File: src/rtl/fetch_sequencer.sv
// Instruction fetch sequencer: drives the 1-cycle-latency imem address and buffers words for decode.
// Optional halt-word detection is enabled by defining FETCH_HALT_EN.
module fetch_sequencer #(
  parameter int              PC_W       = 10,
  parameter logic [PC_W-1:0] RESET_PC   = '0,
  parameter int              FIFO_DEPTH = 2,
  parameter logic [31:0]     HALT_WORD  = 32'hFFFF_FFFF
) (
  input  logic            clk,
  input  logic            reset,
  input  logic            run,
  output logic [PC_W-1:0] pc,
  input  logic [31:0]     instructionIn,
  output logic            if_valid,
  input  logic            if_ready,
  output logic [31:0]     if_instr,
  output logic [PC_W-1:0] if_pc,
  input  logic            redirect_valid,
  input  logic [PC_W-1:0] redirect_pc,
  output logic            halted
);

  localparam int AW = (FIFO_DEPTH > 1) ? $clog2(FIFO_DEPTH) : 1;
  localparam int CW = $clog2(FIFO_DEPTH + 1);

`ifdef FETCH_HALT_EN
  localparam bit HALT_EN = 1'b1;
`else
  localparam bit HALT_EN = 1'b0;
`endif

  typedef enum logic {
    FETCH,
    HALTED
  } state_t;

  state_t state, state_nxt;

  logic            pending;
  logic [PC_W-1:0] tag;
  logic [31:0]     buf_instr [FIFO_DEPTH];
  logic [PC_W-1:0] buf_pc    [FIFO_DEPTH];
  logic [AW-1:0]   rd_ptr, wr_ptr;
  logic [CW-1:0]   count;
  logic [CW:0]     occ;
  logic            deq, enq, issue, halt_hit;

  function automatic logic [AW-1:0] ptr_inc(input logic [AW-1:0] p);
    return (p == AW'(FIFO_DEPTH - 1)) ? '0 : p + 1'b1;
  endfunction

  assign if_valid = (count != '0);
  assign deq      = if_valid & if_ready;
  assign halt_hit = HALT_EN & pending
                  & (instructionIn == HALT_WORD);
  assign enq      = pending & ~redirect_valid & ~halt_hit;

  // occupancy once the in-flight word lands, net of this cycle's dequeue
  assign occ = {1'b0, count}
             + {{CW{1'b0}}, pending}
             - {{CW{1'b0}}, deq};

  assign issue = (state == FETCH) & run
               & ~redirect_valid & ~halt_hit
               & (occ < (CW+1)'(FIFO_DEPTH));

  always_ff @(posedge clk or posedge reset) begin
    if (reset) state <= FETCH;
    else       state <= state_nxt;
  end

  always_comb begin
    state_nxt = state;
    if (redirect_valid)
      state_nxt = FETCH;
    else if (halt_hit)
      state_nxt = HALTED;
  end

  always_ff @(posedge clk or posedge reset) begin
    if (reset) begin
      pc      <= RESET_PC;
      pending <= 1'b0;
      tag     <= '0;
      rd_ptr  <= '0;
      wr_ptr  <= '0;
      count   <= '0;
    end else begin
      pending <= issue;
      if (issue) begin
        tag <= pc;
        pc  <= pc + 1'b1;
      end
      if (redirect_valid) begin
        pc     <= redirect_pc;
        rd_ptr <= '0;
        wr_ptr <= '0;
        count  <= '0;
      end else begin
        if (enq) wr_ptr <= ptr_inc(wr_ptr);
        if (deq) rd_ptr <= ptr_inc(rd_ptr);
        if (enq & ~deq)
          count <= count + 1'b1;
        else if (deq & ~enq)
          count <= count - 1'b1;
      end
    end
  end

  always_ff @(posedge clk) begin
    if (enq) begin
      buf_instr[wr_ptr] <= instructionIn;
      buf_pc[wr_ptr]    <= tag;
    end
  end

  assign if_instr = if_valid ? buf_instr[rd_ptr] : '0;
  assign if_pc    = if_valid ? buf_pc[rd_ptr] : '0;

`ifdef FETCH_HALT_EN
  assign halted = (state == HALTED);
`else
  assign halted = 1'b0;
`endif

endmodule
File: config.mk
export PLATFORM = sky130hd
export DESIGN_NAME = fetch_sequencer
export DESIGN_NICKNAME = d
export VERILOG_FILES = /design/src/rtl/fetch_sequencer.sv
export SDC_FILE = /design/constraint.sdc
export NUM_CORES = 1
export LEC_CHECK = 0
export CAP_MARGIN = 15
export CORE_ASPECT_RATIO = 0.5
export CORE_MARGIN = 2
export CORE_UTILIZATION = 54
export DETAILED_ROUTE_END_ITERATION = 12
export PLACE_DENSITY_LB_ADDON = 0.05
export RECOVER_POWER = 100
export SLEW_MARGIN = 20
export SYNTH_ARGS = -nofsm -noshare
export SYNTH_HDL_FRONTEND = slang
export SYNTH_SLANG_ARGS = --single-unit
export TNS_END_PERCENT = 5
File: constraint.sdc
create_clock -name clk -period 6.2 [get_ports clk]
set_input_delay 0.93 -clock clk [delete_from_list [all_inputs] [get_ports clk]]
set_output_delay 0.93 -clock clk [all_outputs]
set_load 0.005 [all_outputs]
# Word level (Yosys, flattened, before mapping)
# Memories as Yosys holds them, arrays and structs flattened.
# Index checks and enable logic that the tools add are counted.
totals:
  ff_bits: 25
  ram_bits: 84
  in_bits: 47
  output_inout_bits: 54
  wordCells: 45
  mem_count: 2
memory_table:
  columns: ["memory", "depth", "word_bits", "rd", "rd_ports_with_merged_regs", "write_ports", "line", "rtl"]
  rows:
  - ["buf_instr", 2, 32, 1, 0, 1, "41", "logic [31:0] buf_instr [FIFO_DEPTH];"]
  - ["buf_pc", 2, 10, 1, 0, 1, "42", "logic [PC_W-1:0] buf_pc [FIFO_DEPTH];"]
classes:
  add_sub_neg: 7
  order_cmp: 1
  mux: 15
  n_bitwise: 9
  n_reduce_logical: 5
op_table:
  columns: ["operator", "n"]
  rows:
  - ["$mux 32", 1]
  - ["$mux 10", 3]
  - ["$add 10x1->10 const B", 1]
  - ["$mux 1", 8]
  - ["$reduce_bool 2->1", 4]
  - ["$and 1x1->1", 6]
  - ["$mux 2", 3]
  - ["$add 2x1->3", 1]
  - ["$lt 3x2->1 const B", 1]
  - ["$not 1->1", 3]
  - ["$reduce_bool 3->1", 1]
  - ["$sub 3x1->3", 1]
  - ["$add 1x1->1 const B", 2]
  - ["$add 2x1->2 const B", 1]
  - ["$sub 2x1->2 const B", 1]

# Logic depth before layout (Yosys ltp)
# Gate-level depths: netlist of run 1.
depth:
  ltp_word: 7
  mapped_depth: 11
  depth_no_buf: 9

# Worst setup path after synthesis of run 1
# OpenSTA, ideal clock, no wires.
synth_path:
  kind: "input to register"
  from: "input redirect_valid"
  to: "memory buf_instr[0][0], enable pin"
  setup_time_ns: 0.502
  t_arrival_ns: 4.449
  slack_ns: 1.249
  path_stages: 3
  path_cell_list: "clkbuf_1 -> clkbuf_1 -> nor3b_1"
synth_between:
  elab_chain_len: 4
synth_rtl:
  columns: ["element", "line", "rtl"]
  rows:
  - ["start, declared", "18", "input logic redirect_valid,"]
  - ["$not 1->1", "56", "assign enq = pending & ~redirect_valid & ~halt_hit;"]
  - ["$and 1x1->1", "56", null]
  - ["$mux 1", "111", "if (enq) begin"]
  - ["$mux 1 (implied by the code)", "112", "buf_instr[wr_ptr] <= instructionIn;"]
  - ["end, declared", "41", null]
# No other way between the ends.

# Worst setup path after layout of run 1
layout_path:
  from: "register count[1]"
  to: "output if_instr[15]"
layout_between:
  elab_chain_len: 2
layout_rtl:
  columns: ["element", "line", "rtl"]
  rows:
  - ["start, declared", "44", "logic [CW-1:0] count;"]
  - ["start signal, assigned", "103", "count <= count + 1'b1;"]
  - ["start signal, assigned", "105", "count <= count - 1'b1;"]
  - ["$reduce_bool 2->1", "52", "assign if_valid = (count != '0);"]
  - ["$mux 32", "117", "assign if_instr = if_valid ? buf_instr[rd_ptr] : '0;"]
  - ["end, declared", "16", "output logic [31:0] if_instr,"]
# No other way between the ends.

==> results.json, run 1 <==
{
  "run_status": "complete, but fails checks",
  "failed_checks": "max-capacitance violations, max-slew violations",
  "antenna_found_initial": 0,
  "worst_pin_slew_ps": 2780,
  "cp_max_fo": 43,
  "endpoint_kind": "output port",
  "grt_pass1_vias": 2713,
  "grt_pass1_wl_um": 13300,
  "fin_hold_ws_ps": 472,
  "regToRegStartpoint": "count[1]$_DFFE_PP0P_",
  "vias": 2742,
  "start_util_pct": 55.2,
  "whs_endpoint": "buf_pc[1][6]$_DFFE_PP_",
  "critPathKind": "reg -> out",
  "die_x_um": 131,
  "nets": 457,
  "ys_seq_elements": 109,
  "grt_overflow": 0,
  "core-area_um2": 7940,
  "ys_seq_area_share_pct": 71.8,
  "cp.required_ps": 5270,
  "cts.sinks": 109,
  "cts_tree": "done",
  "synth_edf_count": 84,
  "fin_skew_ps": 4.88,
  "cts-root-buf": "clkbuf_16",
  "io_pins": 101,
  "wire_per_inst_um": 16.2,
  "p_leak_uw": 0.00216,
  "slew_headroom_pct": -85.8,
  "reg2regPathDepth": 5,
  "diodes": 0,
  "avgSynthCellArea_um2": 14.0,
  "drt_iter0_drc": 146,
  "ys.flop_type": "edfxtp_1",
  "drtAntennaViolNets": 0,
  "ys_warn_count": 0,
  "syn_inst": 313,
  "rr_endpoint": "rd_ptr$_DFFE_PP0P_",
  "yosysTopAreaCellShare_pct": 57.5,
  "grt_max_degree": 44,
  "fmax_mhz": 210,
  "min_from": "tag[6]$_DFFE_PP0P_",
  "clk_latency_ps": 340,
  "grt_setup_unrepaired": "false",
  "area_delta_synth_final_pct": 30.5,
  "drc": 0,
  "max_cap_violations": 3,
  "async_flop_share_pct": 22.9,
  "cts_buffers": 9,
  "hold_class": "reg -> reg",
  "cts_buffer_depth": 2,
  "cts_hold_buf": 0,
  "finalNonFillerCells": 525,
  "post_cts_buffers": 0,
  "arrival_ps": 3830,
  "dpl.cell_count": 509,
  "cp-start-kind": "flop",
  "setup_violations": 0,
  "finalSetupTns_ps": 0,
  "power_density_nw_per_um2": 267,
  "yosys-top-cells-area": "edfxtp_1 58%, dfrtp_1 14%, mux2i_1 9.8%, nor2_1 4.4%, nand2_1 3.3%",
  "holdPathStages": 0,
  "vdd_drop_max_uv": 130,
  "r2r_slack_ps": 2900,
  "die_h_um": 67.7,
  "vias_per_cell": 5.22,
  "drive_above_1_share_pct": 4.60,
  "mappedNetlistArea_um2": 4390,
  "routed_wl_um": 8490,
  "die_area_um2": 8900,
  "rows": 23,
  "syn-num-nets": 362,
  "path_clk_slew_ps": 70,
  "port_buffers": 99,
  "synthDistinctLibCells": 33,
  "dp_hpwl_um": 5600,
  "dr.pass1.iters": 4,
  "slew_viol_final": 130,
  "hold_viol": 0,
  "period_share_pct": 76.8,
  "grt_usage_pct": 19.9,
  "yosysTopAreaCell": "edfxtp_1",
  "cts_resized": 0,
  "routabilityCongestion": 0.819,
  "min_period_ps": 4760,
  "cts_htree_levels": 3
}
[worst max path at each step]
| stage | depth (start not counted) | from | endpoint |
|---|---|---|---|
| after global placement | 10 | if_ready | pc[1]$_DFFE_PP0P_ |
| after floorplan | 3 | redirect_valid | buf_instr[0][0]$_DFFE_PP_ |
| after CTS | 10 | if_ready | pc[0]$_DFFE_PP0P_ |
| final | 3 | count[1]$_DFFE_PP0P_ | if_instr[15] |
| after detailed placement | 10 | if_ready | pc[1]$_DFFE_PP0P_ |
| after global routing | 3 | count[1]$_DFFE_PP0P_ | if_instr[1] |
[critical path, stage by stage, from the launching register on]
cell and delay (ps):
dfrtp_1 470, nor2_1 2060, nor2_1 240, dlygate4sd3_1 710
[cells in the mapped netlist, drive strengths merged, types with 5 or more instances]
library cell  count
o21ai            11
a221o             5
buf               9
nand2            38
clkbuf            8
dfrtp            25
inv               7
edfxtp           84
nor2             51
mux2i            43
[power breakdown]
group	switching [µW]	internal, µW	total [µW]	leakage, µW
registers	30.9	830	861	0.00108
logic	66.9	75.4	142	0.000936
clock network	232	292	525	0.000143
[per-stage QoR]
stage               utilization [%]  power, µW  setup WS [ps]  area (µm²)
global placement               68.8       1020           2360        5460
finish                         72.1       1530           1440        5720
CTS                            72.3       1560           2500        5740
global route                   72.1       1590           1100        5720
detailed placement             68.8       1030           2130        5460
floorplan                         -        938           1250        4390
[state kept, by name (all words and copies together), names as in the netlist]
signal     cells
wr_ptr         1
pending        1
count          2
buf_pc        20
tag           10
buf_instr     64
pc            10
rd_ptr         1
[placed cells by master, fill, tap and decap left out, drive strengths merged, types with 3 or more instances in the layout]
master / Yosys / routed
dlygate4sd3: 0 / 86
edfxtp: 84 / 84
nor2: 51 / 51
mux2i: 43 / 43
nand2: 38 / 38
dfrtp: 25 / 25
clkdlybuf4s50: 0 / 13
clkbuf: 8 / 13
o21ai: 11 / 11
inv: 7 / 8
a221o: 5 / 5
nor3b: 4 / 4
o311ai: 4 / 4
nor4: 4 / 4
clkinv: 0 / 3
[final cells by class]
class,count,area [µm²]
timing repair buffer,101,1000
inverter,7,26.3
sequential,109,3150
fill,548,2220
clock inverter,4,21.3
clock buffer,12,256
tap,112,140
multi-input combinational,180,1130
[cell families (layout without fill, tap and decap cells)]
logic type,after synthesis,in the layout,share of synthesized area (%)
buffers and inverters,24,124,2.51
and+or+nand+nor,106,106,10.4
other,1,1,0.0855
DFF,109,109,71.8
muxes,43,43,9.81
AOI/OAI and AO/OA,24,24,3.88
adders and majority gates,2,2,0.742
xor gates and xnor gates,4,4,0.799
[metal layers]
layer  global-route usage [%]  routed length (µm)
met1                     23.3                3620
met4                     7.20                 102
met2                     35.5                4310
met5                        0                   0
met3                     6.61                 469
Note: power is estimated with default switching activity, not from simulation.
==> run 2: changes to the inputs <==
--- a/config.mk
+++ b/config.mk
@@ -8,7 +8,7 @@
 export CAP_MARGIN = 15
 export CORE_ASPECT_RATIO = 0.5
 export CORE_MARGIN = 2
-export CORE_UTILIZATION = 54
+export CORE_UTILIZATION = 45
 export DETAILED_ROUTE_END_ITERATION = 12
 export PLACE_DENSITY_LB_ADDON = 0.05
 export RECOVER_POWER = 100
==> constraint.sdc (replaced) <==
create_clock -name clk -period 4.3 [get_ports clk]
set_input_delay 0.645 -clock clk [delete_from_list [all_inputs] [get_ports clk]]
set_output_delay 0.645 -clock clk [all_outputs]
set_load 0.005 [all_outputs]
==> run 2 against run 1 <==
Compared with the run above: the flow still finishes with violations (max-capacitance violations, max-slew violations); via count is 0.62% higher; final cell count grew 4.6%; core utilization is 11 points lower; sequential share of layout area down 0.76 points; die area increased by 19%; cell area up 1.4%; hold slack better by 3.3 ps; critical path depth stayed put; routed wire length grew 0.27%; register-to-register slack worse by 1700 ps; non-clock buffer count increased by 1; critical path type unchanged.
==> results.json, run 2 (same netlist as run 1, synthesis figures left out) <==
{
  "p_seq_share_pct": 54.6,
  "largest_reg_flops": 64,
  "cts_tree": "done",
  "wire_per_inst_um": 15.5,
  "arrival_ps": 2950,
  "cts_hold_buf": 0,
  "final_cell_mix": "88 x dlygate4sd3_1, 84 x edfxtp_1, 50 x nor2_1",
  "grt_max_degree": 44,
  "finalSetupTns_ps": 0,
  "routabilityCongestion": 0.873,
  "p_clk_share_pct": 36.3,
  "seqCellArea_um2": 3150,
  "slew_headroom_pct": -64.3,
  "core-area_um2": 9450,
  "diodes": 0,
  "p_leak_uw": 0.00218,
  "r2r_slack_ps": 1200,
  "cp_max_fo": 43,
  "dp_hpwl_um": 5520,
  "antenna_found_initial": 0,
  "whs_endpoint": "buf_pc[1][6]$_DFFE_PP_",
  "rows": 25,
  "finalNonFillerCells": 549,
  "dpl.cell_count": 533,
  "fin_skew_ps": 8.51,
  "drc": 0,
  "vdd_drop_max_uv": 251,
  "cts_buffer_depth": 2,
  "cts_buffers": 9,
  "die_area_um2": 10600,
  "switchingPower_uw": 485,
  "min_period_ps": 3600,
  "internal_power_uw": 1780,
  "cts_resized": 0,
  "min_from": "tag[6]$_DFFE_PP0P_",
  "max_cap_violations": 3,
  "grt_setup_unrepaired": "false",
  "drt_iter0_drc": 151,
  "dr.pass1.iters": 4,
  "top_regs": "buf_instr: 64 flops, buf_pc: 20 flops",
  "crit_slowest_cell": "nor2_2",
  "failed_checks": "max-capacitance violations, max-slew violations",
  "cts-root-buf": "clkbuf_16",
  "cp-start-kind": "flop",
  "endpoint_kind": "output port",
  "critPathMaxStageDelay_ps": 1290,
  "post_cts_buffers": 0,
  "area_delta_synth_final_pct": 32.3,
  "holdPathStages": 0,
  "critPathKind": "reg -> out",
  "grt_pass1_vias": 2749,
  "report.power.total_uw": 2270,
  "drive_above_1_share_pct": 5.07,
  "period_share_pct": 83.6,
  "nets": 458,
  "slew_viol_final": 130,
  "fillers": 740,
  "run_status": "complete, but fails checks",
  "grt_pass1_wl_um": 13400,
  "grt_overflow": 0,
  "regMostFlops": "buf_instr",
  "drtAntennaViolNets": 0,
  "path_clk_slew_ps": 70,
  "setup_violations": 0,
  "clk_latency_ps": 340,
  "vias": 2759,
  "swShare_pct": 21.4,
  "multiInputGateArea_um2": 1140,
  "start_util_pct": 46.4,
  "rr_endpoint": "pc[0]$_DFFE_PP0P_",
  "cts.sinks": 109,
  "io_pins": 101,
  "routed_wl_um": 8520,
  "cp_cell_sequence": "nor2_2, nor2_1, dlygate4sd3_1",
  "port_buffers": 99,
  "final_cell_area_um2": 5800,
  "cp.required_ps": 3650,
  "hold_viol": 0,
  "vias_per_cell": 5.03,
  "final_common_cell": "dlygate4sd3_1",
  "placedInstanceArea_um2": 5510,
  "die_x_um": 144,
  "worst_pin_slew_ps": 2460,
  "fmax_mhz": 278,
  "cts_htree_levels": 3,
  "grt_usage_pct": 17.0,
  "hold_class": "reg -> reg",
  "p_comb_share_pct": 9.1,
  "regToRegStartpoint": "count[1]$_DFFE_PP0P_",
  "power_density_nw_per_um2": 391,
  "die_h_um": 73.8,
  "reg2regPathDepth": 9
}
run 2: power by group through the flow:
| stage | registers (µW) | logic, µW | clock network, µW |
|---|---|---|---|
| after floorplan | 1240 | 108 | 0 |
| after global placement | 1260 | 220 | 0 |
| after detailed placement | 1260 | 225 | 0 |
| after CTS | 1240 | 228 | 847 |
| after global routing | 1250 | 231 | 879 |
| final | 1240 | 206 | 824 |
run 2: worst max-delay path, delay by kind of cell (launching register included):
family / cells / cell delay [ps]
AND/OR/NAND/NOR: 2 / 1460
buffers and inverters: 1 / 660
flip-flops: 1 / 470
run 2: final cells by class:
cell class              instances  area share (%)
flip-flops and latches        109            54.3
multi-input cells             180            19.7
repair buffers                102            17.4
clock buffers                  14            5.11
well taps                     135            2.91
inverters                       7           0.453
clock inverters                 2           0.194
run 2: how the worst max path moves through the flow:
stage	startpoint	endpoint	slack [ps]	depth (start not counted)
after floorplan	redirect_valid	buf_instr[0][0]$_DFFE_PP_	1120	3
after global placement	if_ready	pc[1]$_DFFE_PP0P_	720	10
after detailed placement	if_ready	pc[0]$_DFFE_PP0P_	520	10
after CTS	if_ready	pc[0]$_DFFE_PP0P_	860	10
after global routing	count[1]$_DFFE_PP0P_	if_pc[0]	350	3
final	count[1]$_DFFE_PP0P_	if_pc[0]	700	3
run 2: per-stage QoR:
| step | hold WS (ps) | utilization, % | setup WS (ps) |
|---|---|---|---|
| after floorplan | 442 | - | 1120 |
| after global placement | 459 | 58.3 | 715 |
| after detailed placement | 464 | 58.3 | 518 |
| after CTS | 480 | 61.5 | 860 |
| after global routing | 500 | 61.4 | 349 |
| final | 476 | 61.4 | 705 |
run 2: per-layer routing:
layer	track usage [%]	wire, µm	vias to the layer above
met5	0	0	-
met2	29.5	4190	89
met1	20.7	3800	1333
li1	-	-	1327
met4	5.12	81	0
met3	5.41	439	10
